--- config.mk ---
export PLATFORM = sky130hd
export DESIGN_NAME = mcu_fsm
export DESIGN_NICKNAME = d
export VERILOG_FILES = /design/src/rtl/mcu_fsm.sv
export SDC_FILE = /design/constraint.sdc
export NUM_CORES = 1
export LEC_CHECK = 0
export ABC_CLOCK_PERIOD_IN_PS = 1600
export CAP_MARGIN = 10
export CORE_MARGIN = 1.5
export CORE_UTILIZATION = 30
export DETAILED_ROUTE_END_ITERATION = 16
export PLACE_DENSITY = 0.73
export SYNTH_ARGS = -nofsm -noshare
export SYNTH_HDL_FRONTEND = slang
export SYNTH_SLANG_ARGS = --single-unit
--- constraint.sdc ---
create_clock -name clk -period 1.6 [get_ports clk]
set_input_delay 0.32 -clock clk [delete_from_list [all_inputs] [get_ports clk]]
set_output_delay 0.32 -clock clk [all_outputs]
set_load 0.02 [all_outputs]
--- src/rtl/mcu_fsm.sv ---
// Multi-cycle main control FSM for the MIPS32 datapath: sequences fetch/decode/execute/
// memory/writeback and emits one Moore control bundle per cycle, stalling on mem_ready.
module mcu_fsm #(
  parameter int unsigned OPCODE_LEN = 6,
  parameter int unsigned ALUOP_LEN  = 2
) (
  input  logic                  clk,
  input  logic                  rst,
  input  logic [OPCODE_LEN-1:0] OpCode,
  input  logic                  mem_ready,
  output logic                  PCWrite,
  output logic                  PCWriteCond,
  output logic                  IorD,
  output logic                  MemRd,
  output logic                  MemWr,
  output logic                  IRWrite,
  output logic                  MemtoReg,
  output logic [1:0]            PCSrc,
  output logic [ALUOP_LEN-1:0]  ALUOp,
  output logic                  ALUSrcA,
  output logic [1:0]            ALUSrcB,
  output logic                  RegWr,
  output logic                  RegDst,
  output logic                  illegal_op,
  output logic [3:0]            state_o
);

  typedef enum logic [3:0] {
    StFetch  = 4'd0,
    StDecode = 4'd1,
    StMemAdr = 4'd2,
    StMemRd  = 4'd3,
    StMemWb  = 4'd4,
    StMemWr  = 4'd5,
    StExec   = 4'd6,
    StAluWb  = 4'd7,
    StBranch = 4'd8,
    StJump   = 4'd9,
    StAddiEx = 4'd10,
    StAddiWb = 4'd11
  } state_e;

  localparam logic [OPCODE_LEN-1:0] OpRtype = OPCODE_LEN'(6'b000000);
  localparam logic [OPCODE_LEN-1:0] OpLw    = OPCODE_LEN'(6'b100011);
  localparam logic [OPCODE_LEN-1:0] OpSw    = OPCODE_LEN'(6'b101011);
  localparam logic [OPCODE_LEN-1:0] OpBeq   = OPCODE_LEN'(6'b000100);
  localparam logic [OPCODE_LEN-1:0] OpJ     = OPCODE_LEN'(6'b000010);
  localparam logic [OPCODE_LEN-1:0] OpAddi  = OPCODE_LEN'(6'b001000);

  localparam logic [ALUOP_LEN-1:0] AluAdd   = ALUOP_LEN'(2'b00);
  localparam logic [ALUOP_LEN-1:0] AluSub   = ALUOP_LEN'(2'b01);
  localparam logic [ALUOP_LEN-1:0] AluFunct = ALUOP_LEN'(2'b10);

  state_e state_q, state_d;

  always_ff @(posedge clk) begin
    if (rst) begin
      state_q <= StFetch;
    end else begin
      state_q <= state_d;
    end
  end

  always_comb begin
    state_d     = StFetch;
    PCWrite     = 1'b0;
    PCWriteCond = 1'b0;
    IorD        = 1'b0;
    MemRd       = 1'b0;
    MemWr       = 1'b0;
    IRWrite     = 1'b0;
    MemtoReg    = 1'b0;
    PCSrc       = 2'b00;
    ALUOp       = AluAdd;
    ALUSrcA     = 1'b0;
    ALUSrcB     = 2'b00;
    RegWr       = 1'b0;
    RegDst      = 1'b0;
    illegal_op  = 1'b0;

    case (state_q)
      StFetch: begin
        MemRd   = 1'b1;
        ALUSrcB = 2'b01;
        if (mem_ready) begin
          IRWrite = 1'b1;
          PCWrite = 1'b1;
          state_d = StDecode;
        end else begin
          state_d = StFetch;
        end
      end
      StDecode: begin
        // Branch target is precomputed here while the opcode is decoded.
        ALUSrcB = 2'b11;
        case (OpCode)
          OpRtype:   state_d = StExec;
          OpLw, OpSw: state_d = StMemAdr;
          OpBeq:     state_d = StBranch;
          OpJ:       state_d = StJump;
          OpAddi:    state_d = StAddiEx;
          default: begin
            illegal_op = 1'b1;
            state_d    = StFetch;
          end
        endcase
      end
      StMemAdr: begin
        ALUSrcA = 1'b1;
        ALUSrcB = 2'b10;
        state_d = (OpCode == OpLw) ? StMemRd : StMemWr;
      end
      StMemRd: begin
        MemRd   = 1'b1;
        IorD    = 1'b1;
        state_d = mem_ready ? StMemWb : StMemRd;
      end
      StMemWb: begin
        RegWr    = 1'b1;
        MemtoReg = 1'b1;
      end
      StMemWr: begin
        MemWr   = 1'b1;
        IorD    = 1'b1;
        state_d = mem_ready ? StFetch : StMemWr;
      end
      StExec: begin
        ALUSrcA = 1'b1;
        ALUOp   = AluFunct;
        state_d = StAluWb;
      end
      StAluWb: begin
        RegWr  = 1'b1;
        RegDst = 1'b1;
      end
      StBranch: begin
        ALUSrcA     = 1'b1;
        ALUOp       = AluSub;
        PCWriteCond = 1'b1;
        PCSrc       = 2'b01;
      end
      StJump: begin
        PCWrite = 1'b1;
        PCSrc   = 2'b10;
      end
      StAddiEx: begin
        ALUSrcA = 1'b1;
        ALUSrcB = 2'b10;
        state_d = StAddiWb;
      end
      StAddiWb: begin
        RegWr = 1'b1;
      end
      default: state_d = StFetch;
    endcase

    // Reset masks the whole bundle so no write can escape during the reset cycle.
    if (rst) begin
      PCWrite     = 1'b0;
      PCWriteCond = 1'b0;
      IorD        = 1'b0;
      MemRd       = 1'b0;
      MemWr       = 1'b0;
      IRWrite     = 1'b0;
      MemtoReg    = 1'b0;
      PCSrc       = 2'b00;
      ALUOp       = AluAdd;
      ALUSrcA     = 1'b0;
      ALUSrcB     = 2'b00;
      RegWr       = 1'b0;
      RegDst      = 1'b0;
      illegal_op  = 1'b0;
    end
  end

  always_comb begin
    state_o = rst ? 4'd0 : state_q;
  end

endmodule

==> results_dict.tcl <==
set metrics [dict create \
    place_area_um2 1080 \
    status "complete, but fails checks" \
    drt_iter0_drc 16 \
    mostFrequentLayoutCell "buf_4" \
    cpMaxStageDelayCell "or3_4" \
    yosys.cell_types.count 34 \
    crit_family "simple AND/OR/NAND/NOR gates" \
    fin_tns_setup_ns -0.745 \
    post-route-util_pct 75.8 \
    setup_violations 10 \
    drt-total-wl_um 2710 \
    syn_to_final_growth_pct 135 \
    rows 15 \
    design.core.area_um2 1750 \
    leakage_nw 0.572 \
    antenna_left 0 \
    grt_pass1_wl_um 3740 \
    start_util_pct 32.2 \
    cp_cell_sequence "dlygate4sd2_1 > or3_4 > nor4b_4 > buf_4" \
    grt.overflow.total 0 \
    cts-root-buf "clkbuf_4" \
    wl_per_cell_um 16.1 \
    multi_input_area_um2 613 \
    min_period_ns 1.75 \
    firstDrtPassIters 4 \
    htreeDepth 1 \
    synth-seq-cells 4 \
    avgSynthCellArea_um2 6.53 \
    cp-end-kind "output port" \
    maxSlewViolCount 0 \
    n_antenna_cell 0 \
    finalWeightedCongestion 0.769 \
    drive_gt1_share_pct 63.6 \
    port_buffers 29 \
    critPathBufInv 2 \
    synth_nets 95 \
    regArea_um2 90.1 \
    yosysSeqAreaShare_pct 14.3 \
    internal_power_mw 0.285 \
    track_usage_pct 24.5 \
    combPwrFrac_pct 46.7 \
    synth_edf_count 0 \
    synth_top_area_cell "dfxtp_1" \
    netlist_area_um2 562 \
    total_power_mw 0.435 \
    top_register "state_q" \
    setup.worst_path.start "rst" \
    ys.flop_type "dfxtp_1" \
    drv_cap 0 \
    final_cell_mix "38 x buf_4, 10 x buf_6, 6 x nor3_2, 6 x dlygate4sd2_1, 4 x nor2b_1" \
    cts_tree "yes" \
    min-delay-start "OpCode[4]" \
    synth_warnings 0 \
    start_kind "primary input" \
    insertion_delay_ns 0.24 \
    nFillCells 141 \
    finalCritPeriodShare_pct 109 \
    clk_pin_slew_ns 0.03 \
    chipWidth_um 46.3 \
    timing.fmax_ghz 0.573 \
    die-area_um2 2140 \
    synth.top_cell.area_share_pct 14.3 \
    grt_pass1_vias 839 \
    die_y_um 46.3 \
    dp_cells 158 \
    fin_cells 168 \
    final.setup.worst_slack_ns -0.146 \
    top_regs "state_q: 4 flops" \
    clock-sinks 4 \
    numCtsBuffers 3 \
    ys_async_sr_fraction_pct 0 \
    holdBufCountCts 0 \
    grt_max_degree 16 \
    largest_reg_flops 4 \
    final_nets 154 \
    p_clk_share_pct 29.1 \
    slew_headroom_pct 79.6 \
    fin_skew_ns 0.000628 \
    rsz0062_at_grt "true" \
    worstPathMaxFanout 3 \
    cts_buffer_depth 2 \
    required_ns 1.28 \
    seqPwrFrac_pct 24.2 \
    stdcell_area_um2 1320 \
    antenna_found_initial 0 \
    pre_cts_ws_ns -0.776 \
    p_per_area_nw_per_um2 329 \
    violations "negative setup slack" \
    crit-reg2reg-launch "state_q[1]" \
    viasPerCell 5.57 \
    dp_hpwl_um 1600 \
    path_class "primary input to output port" \
    fin_hold_ws_ns 0.670 \
    syn-instance-count 86 \
    worst_slew_pin_slew_ns 0.303 \
    slowest_delay_ns 0.42 \
    synth.area.top_cells "dfxtp_1 14%, nor3_1 7.1%, nor2_1 6.0%" \
    switchingPower_mw 0.151 \
    hold_class "primary input to register" \
    vias 936 \
    switching_share_pct 34.6 \
    timing.final.hold_violations 0 \
    pin_count 30 \
    drc 0 \
    cp.arrival_ns 1.43 \
    irDropWorstVdd_mv 0.263 \
]
-- layer usage --
metal / track usage [%] / vias to the layer above / wire length [um]
met1: 26.7 / 441 / 982
met5: 0 / - / 0
met3: 4.71 / 15 / 118
met2: 45.3 / 43 / 1460
li1: - / 437 / -
met4: 10.3 / 0 / 144
-- cells in the mapped netlist (2+ instances only) --
| library cell | count |
|---|---|
| a21oi_1 | 5 |
| nor2b_1 | 4 |
| a31oi_1 | 2 |
| nand2_1 | 3 |
| buf_2 | 2 |
| nand4_1 | 2 |
| or3_1 | 2 |
| dfxtp_1 | 4 |
| nand3_1 | 2 |
| nor3_1 | 8 |
| nor2_1 | 9 |
| xor2_1 | 2 |
| o211ai_1 | 2 |
| nor4b_1 | 2 |
| nor4_1 | 4 |
| buf_4 | 2 |
| and3_1 | 3 |
| o21ai_0 | 3 |
| clkbuf_1 | 6 |
| nand2b_1 | 5 |
-- area by class of cell --
cell class	count	area share, %
Multi-Input combinational cell	72	46.4
Timing Repair Buffer	64	42.8
Sequential cell	4	6.81
Tap cell	25	2.37
Clock buffer	3	1.70
-- power by group through the flow --
| stage | combinational, mW | clock [mW] | sequential (mW) |
|---|---|---|---|
| final | 0.203 | 0.127 | 0.105 |
| after global routing | 0.212 | 0.137 | 0.106 |
| after CTS | 0.166 | 0.130 | 0.107 |
| after detailed placement | 0.161 | 0 | 0.106 |
| after global placement | 0.156 | 0 | 0.106 |
| after floorplan | 0.0685 | 0 | 0.107 |
-- worst paths after layout --
kind,to,slack (ns),cells past startpoint
worst max register to register,state_q[1],0.15,5
worst min-delay path,state_q[1],0.67,5
worst max-delay path,IRWrite,-0.15,4
worst min register to register,state_q[2],0.76,3
-- timing repair --
| item | CTS | global route |
|---|---|---|
| endpoints found under the setup margin | 22 | 21 |
| gates cloned | 1 | 0 |
| setup buffers | 1 | 5 |
| pin swaps | 5 | 10 |
| resized for setup | 131 | 37 |
-- kinds of logic after synthesis --
logic type	count (synthesis)	share of synthesized area, %
simple gates	50	50.8
compound gates	20	23.4
buf+inv	10	8.46
flops	4	14.3
xor+xnor	2	3.12
-- worst reg2reg max path, stage by stage (launching register included) --
cell and delay, ns:
dfxtp_4 0.36, buf_4 0.13, nand2b_4 0.08, buf_4 0.16
or4b_1 0.47, a31oi_1 0.18
(Power assumes the default switching activity.)
